===== src/rtl/out_display_sched.sv =====
// out_display_sched
//   Arbitrates CPU and debug display requests, converts the granted value to
//   sign/magnitude BCD with a sequential shift-add-3 engine, registers the four
//   Display7 digit codes and holds them for a minimum dwell time.
//
//   Optional feature macro: DISP_SIGNED_EN
//     defined   : value[9:0] is two's complement, digit_n shows the sign (11/10)
//     undefined : value[9:0] is unsigned 0..1023, digit_n shows thousands (1/10)
//
//   Ports
//     clock, reset            system clock; synchronous active-low reset
//     cpu_req, cpu_value      CPU request level and value (bits [9:0] used)
//     dbg_req, dbg_value      debug request level and value (bits [9:0] used)
//     blank                   forces all digit outputs to 10 (dark)
//     cpu_ack, dbg_ack        one-cycle grant pulses
//     busy                    high in CONV or HOLD
//     valid                   high once the first update has been displayed
//     digit_n/h/t/o           Display7 codes: 0-9 digit, 10 blank, 11 minus
//
//   state | meaning
//   IDLE  | waiting for a request; CPU wins over debug
//   CONV  | ten shift-add-3 iterations, then load digits and dwell counter
//   HOLD  | dwell countdown; only the CPU may preempt it
module out_display_sched #(
   parameter int HOLD_CYCLES = 25000000,
   parameter int CNT_W       = 25
) (
   input  logic        clock,
   input  logic        reset,
   input  logic        cpu_req,
   input  logic [31:0] cpu_value,
   input  logic        dbg_req,
   input  logic [31:0] dbg_value,
   input  logic        blank,
   output logic        cpu_ack,
   output logic        dbg_ack,
   output logic        busy,
   output logic        valid,
   output logic [3:0]  digit_n,
   output logic [3:0]  digit_h,
   output logic [3:0]  digit_t,
   output logic [3:0]  digit_o
);

   typedef enum logic [1:0] {IDLE, CONV, HOLD} state_t;

   // a dwell of 0 behaves as 1
   localparam logic [CNT_W-1:0] HOLD_LOAD = (HOLD_CYCLES > 1) ? CNT_W'(HOLD_CYCLES - 1) : '0;

   state_t            state, next_state;
   logic              grant_cpu, grant_dbg, load_digits;
   logic [9:0]        grant_val, grant_mag, mag;
   logic              grant_neg, neg;
   logic [15:0]       bcd, bcd_adj;
   logic [3:0]        iter;
   logic [CNT_W-1:0]  hold_cnt;
   logic [3:0]        dn_q, dh_q, dt_q, do_q;
   logic              unused_bits;

   function automatic logic [3:0] add3(input logic [3:0] d);
      return (d >= 4'd5) ? d + 4'd3 : d;
   endfunction

   assign grant_val = grant_cpu ? cpu_value[9:0] : dbg_value[9:0];

`ifdef DISP_SIGNED_EN
   assign grant_neg = grant_val[9];
   assign grant_mag = grant_val[9] ? (~grant_val + 10'd1) : grant_val;
`else
   assign grant_neg = 1'b0;
   assign grant_mag = grant_val;
`endif

   assign bcd_adj = {add3(bcd[15:12]), add3(bcd[11:8]), add3(bcd[7:4]), add3(bcd[3:0])};
   assign unused_bits = ^{cpu_value[31:10], dbg_value[31:10], bcd_adj[15]};

   always_ff @(posedge clock) begin
      if (!reset) state <= IDLE;
      else        state <= next_state;
   end

   always_comb begin
      next_state  = state;
      grant_cpu   = 1'b0;
      grant_dbg   = 1'b0;
      load_digits = 1'b0;
      case (state)
         IDLE: begin
            if (cpu_req)      grant_cpu = 1'b1;
            else if (dbg_req) grant_dbg = 1'b1;
            if (cpu_req || dbg_req) next_state = CONV;
         end
         CONV: begin
            if (iter == 4'd10) begin
               load_digits = 1'b1;
               next_state  = HOLD;
            end
         end
         HOLD: begin
            if (cpu_req) begin
               grant_cpu  = 1'b1;
               next_state = CONV;
            end else if (hold_cnt == '0) begin
               next_state = IDLE;
            end
         end
         default: next_state = IDLE;
      endcase
   end

   always_ff @(posedge clock) begin
      if (!reset) begin
         cpu_ack  <= 1'b0;
         dbg_ack  <= 1'b0;
         valid    <= 1'b0;
         mag      <= '0;
         neg      <= 1'b0;
         bcd      <= '0;
         iter     <= '0;
         hold_cnt <= '0;
         dn_q     <= 4'd10;
         dh_q     <= 4'd10;
         dt_q     <= 4'd10;
         do_q     <= 4'd10;
      end else begin
         cpu_ack <= grant_cpu;
         dbg_ack <= grant_dbg;
         if (grant_cpu || grant_dbg) begin
            mag  <= grant_mag;
            neg  <= grant_neg;
            bcd  <= '0;
            iter <= '0;
         end else if (state == CONV && iter != 4'd10) begin
            // adjust first, then shift in the next magnitude bit MSB first
            bcd  <= {bcd_adj[14:0], mag[9]};
            mag  <= {mag[8:0], 1'b0};
            iter <= iter + 4'd1;
         end
         if (load_digits) begin
`ifdef DISP_SIGNED_EN
            dn_q <= neg ? 4'd11 : 4'd10;
`else
            dn_q <= (bcd[15:12] == 4'd1) ? 4'd1 : 4'd10;
`endif
            dh_q     <= bcd[11:8];
            dt_q     <= bcd[7:4];
            do_q     <= bcd[3:0];
            valid    <= 1'b1;
            hold_cnt <= HOLD_LOAD;
         end else if (state == HOLD && hold_cnt != '0) begin
            hold_cnt <= hold_cnt - 1'b1;
         end
      end
   end

   assign busy    = (state != IDLE);
   assign digit_n = blank ? 4'd10 : dn_q;
   assign digit_h = blank ? 4'd10 : dh_q;
   assign digit_t = blank ? 4'd10 : dt_q;
   assign digit_o = blank ? 4'd10 : do_q;

endmodule


===== config.mk =====
export PLATFORM = sky130hd
export DESIGN_NAME = out_display_sched
export DESIGN_NICKNAME = d
export VERILOG_FILES = /design/src/rtl/out_display_sched.sv
export SDC_FILE = /design/constraint.sdc
export NUM_CORES = 1
export LEC_CHECK = 0
export BUFFER_PORTS_ARGS = -buffer_cell sky130_fd_sc_hd__buf_2
export CAP_MARGIN = 20
export CORE_MARGIN = 8
export CORE_UTILIZATION = 49
export CTS_BUF_LIST = sky130_fd_sc_hd__clkbuf_8
export CTS_CLUSTER_DIAMETER = 100
export CTS_CLUSTER_SIZE = 30
export DETAILED_ROUTE_END_ITERATION = 10
export MAX_ROUTING_LAYER = met4
export PLACE_DENSITY_LB_ADDON = 0.12
export SETUP_SLACK_MARGIN = 0.4
export SKIP_CTS_REPAIR_TIMING = 1
export SYNTH_ARGS = -nofsm -noshare
export SYNTH_HDL_FRONTEND = slang
export SYNTH_SLANG_ARGS = --single-unit

===== constraint.sdc =====
create_clock -name clock -period 4.4 [get_ports clock]
set_input_delay 0.22 -clock clock [delete_from_list [all_inputs] [get_ports clock]]
set_output_delay 0.22 -clock clock [all_outputs]
set_load 0.01 [all_outputs]

# Word level (Yosys, flattened, before mapping)
# Cells that the tools add are included.
[classes] bitwise=1 add_sub_neg=6 n_shift=0 multipliers=0 mux=26 reduce_logical=14 div=0 order_cmp=4 n_eq_ne=8
[op_table] operator="25-bit two-way mux" count=2
[op_table] operator="4-bit two-way mux" count=8
[op_table] operator="10-bit two-way mux" count=3
[op_table] operator="25-bit logical NOT" count=1
[op_table] operator="25-bit nonzero test" count=1
[op_table] operator="25-bit by 1-bit subtractor with 25-bit output, second input constant" count=1
[op_table] operator="4-bit by 3-bit >= comparator with 1-bit output, second input constant" count=4
[op_table] operator="4-bit by 2-bit adder with 4-bit output, second input constant" count=3
[op_table] operator="2-bit two-way mux" count=4
[op_table] operator="1-bit two-way mux" count=7
[op_table] operator="2-bit case mux with 3 select lines" count=1
[op_table] operator="2-bit nonzero test" count=3
[op_table] operator="2-bit OR reduction" count=3
[op_table] operator="4-bit by 1-bit adder with 4-bit output, second input constant" count=1
[op_table] operator="4-bit by 1-bit == test with 1-bit output, second input constant" count=1
[op_table] operator="4-bit == test, second input constant" count=1
[op_table] operator="2-bit inequality test, second input constant" count=2
[op_table] operator="4-bit inequality test, second input constant" count=1
[op_table] operator="3-bit by 2-bit adder with 3-bit output, second input constant" count=1
[op_table] operator="3-bit two-way mux" count=1
[op_table] operator="3-bit inequality test, second input constant" count=1
[op_table] operator="3-bit AND reduction" count=1
[op_table] operator="2-bit by 1-bit == test with 1-bit output, second input constant" count=1
[op_table] operator="2-bit == test, second input constant" count=1
[op_table] operator="4 further kinds" count=6
[totals] mem_bits_ro=0 ram_bits=0 inputBits=69 latch_bits=0 register_bits=76 n_memories=0

# Depth between registers and ports, before layout
# Gate-level depths: netlist of run 1.
[depth] depth_word=5 depth_mapped=8

# Worst setup path before layout of run 1
# Ideal clock, no wire load.
[synth_timing] path_kind="reg2reg" from="reg hold_cnt[0]" to="reg hold_cnt[1]" setup_slack_ns=2.368 setup_time_ns=0.115 t_arrival_ns=1.917 path_stages_with_launch=8 synth_period_minus_slack_ns=2.032 n_path_buf=0 cell_sequence="dfxtp_1 > inv_1 > ha_1 > nor4b_1 > nand4_1 > o21ai_0 > o21ai_0 > o21a_1"
[synth_via] elab_chain_cells=3 word_cells_on_any_way=6 classes_between="add/sub: 1; mux: 2; reduce/logical: 3"
[synth_lines] element="start: declaration" line_no="56" text="logic [CNT_W-1:0] hold_cnt;"
[synth_lines] element="start signal: assignment" line_no="151" text="hold_cnt <= hold_cnt - 1'b1;"
[synth_lines] element="25-bit by 1-bit subtractor with 25-bit output / 25-bit nonzero test (equally long branches)" line_no="151, 150"
[synth_lines] element="25-bit two-way mux / 1-bit logical AND (equally long branches)" line_no="150" text="end else if (state == HOLD && hold_cnt != '0) begin"
[synth_lines] element="25-bit two-way mux / 2-bit nonzero test (equally long branches)"
# Several ways; a longest one is shown, not always the timed one. The select of a mux whose other input is x is not followed.
# A chain may end at the register's enable or synchronous reset.

# Worst setup path after layout of run 1
[layout_timing] from="reg hold_cnt[0]" to="reg state[1]"
[layout_via] elab_chain_cells=3
[layout_lines] element="25-bit logical NOT" line_no="103" text="end else if (hold_cnt == '0) begin"
[layout_lines] element="3-bit inequality test (no source line)"
[layout_lines] element="3-bit AND reduction (no source line)"
[layout_lines] element="end signal: assignment" line_no="79" text="else state <= next_state;"
[layout_lines] element="end: declaration" line_no="50" text="state_t state, next_state;"
# No other way between the ends.

==> summary.md, run 1 <==
| Metric | Value |
|---|---|
| Status | complete, no violations |
| Fill cells | 722 |
| # port buffers | 43 |
| CTS buffer count | 9 |
| Post-synth top area share | 0.395 |
| Drt wl/cell | 14.2 µm |
| Rows | 32 |
| Layout area overhead | 12.8% |
| Largest cells by area after synthesis | dfxtp_1 40%, a21oi_1 6.5%, nand2_1 6.5% |
| Most used routing layer | met2 |
| CTS tree | done |
| Async SR Flop Fraction | 0 |
| Met1 Usage GRT | 0.197 |
| Count leader, synth | dfxtp_1 |
| Drt first-iter violations | 150 |
| Area leader, netlist | dfxtp_1 |
| Setup crit end kind | flop |
| GPL Wtd Cong | 0.821 |
| Reg-to-reg critical path startpoint | hold_cnt[0] |
| PD cells | 681 nW/µm² |
| Initial core utilization | 0.495 |
| Mapped Area | 3750 µm² |
| Final slew viol count | 0 |
| Grt ovf | 0 |
| Period Utilization, post-route | 0.602 |
| R2r worst-path depth | 7 |
| Crit start category | flop |
| First-pass GRT wire length | 14200 µm |
| Post-synth EDFFs | 0 |
| Die Span Y | 103 µm |
| Worst Hold Depth | 2 |
| Clk pin slew, worst setup/hold paths | 0.07 ns |
| Cell Count, Final, Fillers Out | 594 |
| Critical Path Fanout Max | 8 |
| Arrival time at the worst endpoint | 2.84 ns |
| Synth warnings | 0 |
| Final setup violation count | 0 |
| Post-layout min period | 2.65 ns |
| Setup WS post-layout | 1.75 ns |
| Vias | 3246 |
| Final HPWL DP | 5630 µm |
| Initial antenna violation count | 0 |
| CP Class | flop to flop |
| Drt via density | 5.46 |
| Largest net degree at the start of global routing | 36 |
| Crit. Startpoint | hold_cnt[0] |
| Diode count | 0 |
| Max-Cap Viols | 0 |
| Post-route ant nets | 0 |
| Clock latency on the worst-skew pair | approximately 0.35 ns |
| Post-synth top flop | dfxtp_1 |
| Placed Area | 3980 µm² |
| Die Span X | 103 µm |
| Placed cells | 577 |
| Pre-CTS setup slack | 1.82 ns |
| First-pass iteration count of the detailed router | 6 |
| Final core occ | 0.558 |
| Root buffer cell | clkbuf_8 |
| Number of global-route vias before repair | 3121 |
| Syn avg cell area | 8.23 µm² |
| I/O pins | 89 |
| Residual DRC count | 0 |
| WL final | 8430 µm |
| HP Class | input pin to flop |
| Slew HR | 0.348 |
| Met3 global-route usage | 0.0388 |
| Unique cell type count in the Yosys netlist | 50 |
| #FFs+latches synth | 74 |
| CP Data Required Time | 4.59 ns |
| Worst R2R End | state[1] |
| Worst vdd ir | 0.442 mV |
| Syn nets | between 500 and 600 |
| Nets | 568 |
| M2 GR Usage | 0.286 |
| Most common library cells after synthesis | 74 x dfxtp_1, 65 x nand2_1, 49 x a21oi_1 |
| Hold Vio Cnt, Final | 0 |
| Slew @ Worst Pin | 0.975 ns |
| Clk_skew | 0.00844 ns |
| Global Route Usage Sum | 0.174 |
| Crit path capture | state[1] |
| Flop-to-flop setup slack | ~1.8 ns |
| Max Freq | 0.378 GHz |
| H-tree depth | 3 |
| Register area share after synthesis | 0.395 |
| Mapped Cells | 455 |
| Final Cell Area | 4230 µm² |
| TritonCTS Sinks | 74 |
| Setup TNS | 0 ns |
| Core Region | roughly 7600 µm² |
| Die footprint | roughly 11000 µm² |
| Clk buf depth | 2 |
| RSZ-0062 raised after global routing | no |
| Share of cells above drive strength 1 | 0.173 |
| Leak | 1.58 nW |
==> per-stage QoR <==
stage / power [mW] / hold WS, ns
final: 2.88 / 0.0810
after global routing: 3.08 / 0.0804
after CTS: 2.89 / 0.0705
after detailed placement: 2.30 / 0.440
after global placement: 2.28 / 0.429
after floorplan: 2.02 / 0.297
==> cells by family after synthesis <==
family | after synthesis | synth area share
compound gates | 110 | 0.185
flops | 74 | 0.395
fa+ha+maj | 12 | 0.0401
buf+inv | 39 | 0.0484
simple gates | 194 | 0.271
other cells | 1 | 0.00100
xor+xnor | 23 | 0.0538
mux | 2 | 0.00534
==> critical path: stages (launching register included) <==
cell	delay (ns)
dfxtp_1	0.34
inv_1	0.13
ha_1	0.18
nor4b_1	0.44
nand4_1	0.44
o21ai_0	0.67
o21ai_0	0.14
nor4b_1	0.17
==> power by group <==
part	internal, mW	switching [mW]
clock network	0.331	0.251
registers	0.774	0.117
logic	0.521	0.882
total	1.63	1.25
==> how the worst min path moves through the flow <==
stage	end	slack, ns	start
final	dbg_ack	0.08	cpu_req
after global routing	dbg_ack	0.08	cpu_req
after CTS	dbg_ack	0.07	cpu_req
after detailed placement	dbg_ack	0.44	cpu_req
after global placement	dbg_ack	0.43	cpu_req
after floorplan	dbg_ack	0.30	cpu_req
==> layout by cell type, fill, tap and decap left out, drive strengths merged, types with 4 or more instances in the layout <==
| cell type | count |
|---|---|
| dfxtp | 74 |
| nand2 | 65 |
| a21oi | 49 |
| buf | 47 |
| nor2 | 33 |
| nor2b | 18 |
| o21ai | 17 |
| xnor2 | 15 |
| a211oi | 14 |
| inv | 13 |
| or2 | 12 |
| ha | 12 |
| nand3 | 11 |
| clkbuf | 10 |
| nor3 | 9 |
| a311oi | 9 |
| nor4 | 9 |
| xor2 | 8 |
| or4 | 7 |
| nand2b | 6 |
| o211ai | 6 |
| and2 | 5 |
| nand4 | 4 |
| o41ai | 4 |
| a31oi | 4 |
| nor4b | 4 |
| or3 | 4 |
==> metal layers <==
metal / part of all wire / wire length [µm]
met1: 0.46 / 3880
met2: 0.49 / 4150
met3: 0.032 / 272
met4: 0.014 / 119
met5: 0 / 0
==> flip-flops by register name (all words and copies together) (netlist names) <==
register and flops:
cpu_ack 1, dh_q 4, do_q 4, bcd 16
dn_q 2, valid 1, hold_cnt 25, dt_q 4
dbg_ack 1, iter 4, state 2, mag 10
==> layout make-up <==
type / count / area (µm²) / area share
multi-input combinational: 342 / 2080 / 0.493
clock inverter: 6 / 81.3 / 0.0192
tap: 102 / 128 / 0.0302
timing repair buffer: 47 / 265 / 0.0628
sequential: 74 / 1480 / 0.351
inverter: 13 / 48.8 / 0.0115
clock buffer: 10 / 138 / 0.0326
Power figures use the tool's default switching activity.
==> run 2: changes to the inputs <==
==> constraint.sdc (replaced) <==
create_clock -name clock -period 2.65 [get_ports clock]
set_input_delay 0.1325 -clock clock [delete_from_list [all_inputs] [get_ports clock]]
set_output_delay 0.1325 -clock clock [all_outputs]
set_load 0.01 [all_outputs]
==> summary.md, run 2 (synthesized netlist as in run 1, its figures left out) <==
| Metric | Value |
|---|---|
| Switching part of the total power | 0.426 (-0.00905) |
| Die Span X | 103 µm (unchanged) |
| Arrival time at the worst endpoint | 2.37 ns (-0.47 ns) |
| Worst Hold Slack | 0.0156 ns (-0.0653 ns) |
| Initial antenna violation count | 0 (unchanged) |
| Final setup violation count | 0 (unchanged) |
| Die Span Y | 103 µm (unchanged) |
| CTS tree | done |
| RSZ-0062 raised after global routing | no |
| Slew HR | 0.532 (+0.184) |
| Largest register FFs | 25 (unchanged) |
| Final HPWL DP | 5920 µm (+5.2%) |
| Core Region | 7570 µm² (unchanged) |
| Reg-to-reg critical path startpoint | state[1] |
| TritonCTS Sinks | 74 (unchanged) |
| Hold path startpoint | dbg_req |
| Setup TNS | 0 ns (unchanged) |
| Max-Cap Viols | 0 (unchanged) |
| Diode count | 0 (unchanged) |
| Number of global-route vias before repair | 3041 (-2.6%) |
| P_sw | 2.17 mW (+73%) |
| Cell Count, Final, Fillers Out | 605 (+1.9%) |
| Clock latency on the worst-skew pair | 0.35 ns (about the same) |
| Clock share of power | 0.175 (-0.027) |
| Leak | 1.62 nW (+2.1%) |
| HP Class | input pin to flop |
| Share of cells above drive strength 1 | 0.195 (+0.0221) |
| Die footprint | 10700 µm² (unchanged) |
| Largest regs | hold_cnt (25), bcd (16), mag (10) |
| Critical Path Fanout Max | 9 (+1) |
| Seq pwr share | 0.291 (-0.019) |
| Drt via density | 5.41 (-1.0%) |
| Clk pin slew, worst setup/hold paths | 0.08 ns (about the same) |
| Period Utilization, post-route | 0.806 (+0.204) |
| Placed cells | 588 (+1.9%) |
| Drt wl/cell | 13.7 µm (-3.7%) |
| Placed Area | 4060 µm² (+2.1%) |
| Tot Pwr | 5.09 mW (+77%) |
| Global Route Usage Sum | 0.174 (+0.000887) |
| I/O pins | 89 (unchanged) |
| H-tree depth | 3 (unchanged) |
| Setup crit end kind | flop |
| Status | complete, no violations |
| Crit. Startpoint | state[1] |
| Crit start category | flop |
| First-pass GRT wire length | 14200 µm (-0.48%) |
| Residual DRC count | 0 (unchanged) |
| Clk buf depth | 2 (unchanged) |
| Layout area overhead | 14.4% |
| Hold Vio Cnt, Final | 0 (unchanged) |
| GPL Wtd Cong | 0.834 (+1.5%) |
| Area of the multi-input gates | 2100 µm² (+0.60%) |
| Slew @ Worst Pin | 0.698 ns (-0.277 ns) |
| Fill cells | 689 (-4.6%) |
| Grt ovf | 0 (unchanged) |
| Rows | 32 (unchanged) |
| Cell Int Power | 2.92 mW (+80%) |
| Final Cell Area | 4290 µm² (+1.4%) |
| Worst vdd ir | 0.676 mV (+53%) |
| Root buffer cell | clkbuf_8 |
| Final slew viol count | 0 (unchanged) |
| WL final | 8260 µm (-1.9%) |
| Commonest non-fill, non-tap cell in the layout | dfxtp_1 |
| First-pass iteration count of the detailed router | 4 (-2) |
| Most frequent cells in the layout | 74 x dfxtp_1, 65 x nand2_1, 49 x a21oi_1 |
| Post-route ant nets | 0 (unchanged) |
| Initial core utilization | 0.495 (unchanged) |
| Max Freq | 0.468 GHz (+24%) |
| Largest net degree at the start of global routing | 24 (-33%) |
| Nets | 579 (+1.9%) |
| CP Class | flop to flop |
| Post-layout min period | 2.14 ns (-0.512 ns) |
| CTS buffer count | 9 (unchanged) |
| Clk_skew | 0.0117 ns (+0.00329 ns) |
| Drt first-iter violations | 163 (+8.7%) |
| # port buffers | 43 (unchanged) |
| CP Data Required Time | 2.88 ns (-1.71 ns) |
| Reg area | 1480 µm² (unchanged) |
| Vias | 3273 (+0.83%) |
| Combinational power share | 0.534 (+0.046) |
| PD cells | 1190 nW/µm² (+74%) |
| Largest Register | hold_cnt |
==> run 2: per-layer routing <==
metal / vias to the layer above / track usage / share of wire
met3: 12 / 0.0448 / 0.032
met2: 48 / 0.284 / 0.50
met1: 1531 / 0.202 / 0.46
met4: 0 / 0.0656 / 0.014
met5: - / - / 0
li1: 1682 / - / -
==> run 2: final timing paths <==
check | to | cells past startpoint | slack, ns
worst max register to register | hold_cnt[18] | 5 | 0.51
worst max-delay path | hold_cnt[18] | 5 | 0.51
worst min register to register | dt_q[2] | 2 | 0.45
worst min-delay path | dbg_ack | 3 | 0.02
==> run 2: cell type report <==
cell class,instances,share of cell area
tap,102,0.0298
clock inverter,6,0.0149
inverter,13,0.0114
clock buffer,10,0.0321
sequential,74,0.346
timing repair buffer,58,0.0771
multi-input combinational,342,0.489
==> run 2: stage by stage <==
step	utilization	worst slack, ns
after floorplan	-	0.618
after global placement	0.537	0.448
after detailed placement	0.537	0.437
after CTS	0.563	0.409
after global routing	0.566	0.408
final	0.566	0.513
==> run 2: power by group through the flow <==
stage                     clock [mW]  sequential (mW)  combinational [mW]
after floorplan                    0             1.45                1.89
after global placement             0             1.49                2.66
after detailed placement           0             1.50                2.68
after CTS                      0.914             1.48                2.69
after global routing           0.975             1.51                2.98
final                          0.891             1.48                2.72
==> run 2: worst max-delay path, cell delays in order (launching register included) <==
cell and delay (ns):
dfxtp_1 0.50, and2b_2 0.33, nand4_1 0.42, nor4_1 0.53, xnor2_1 0.17, a21oi_1 0.08
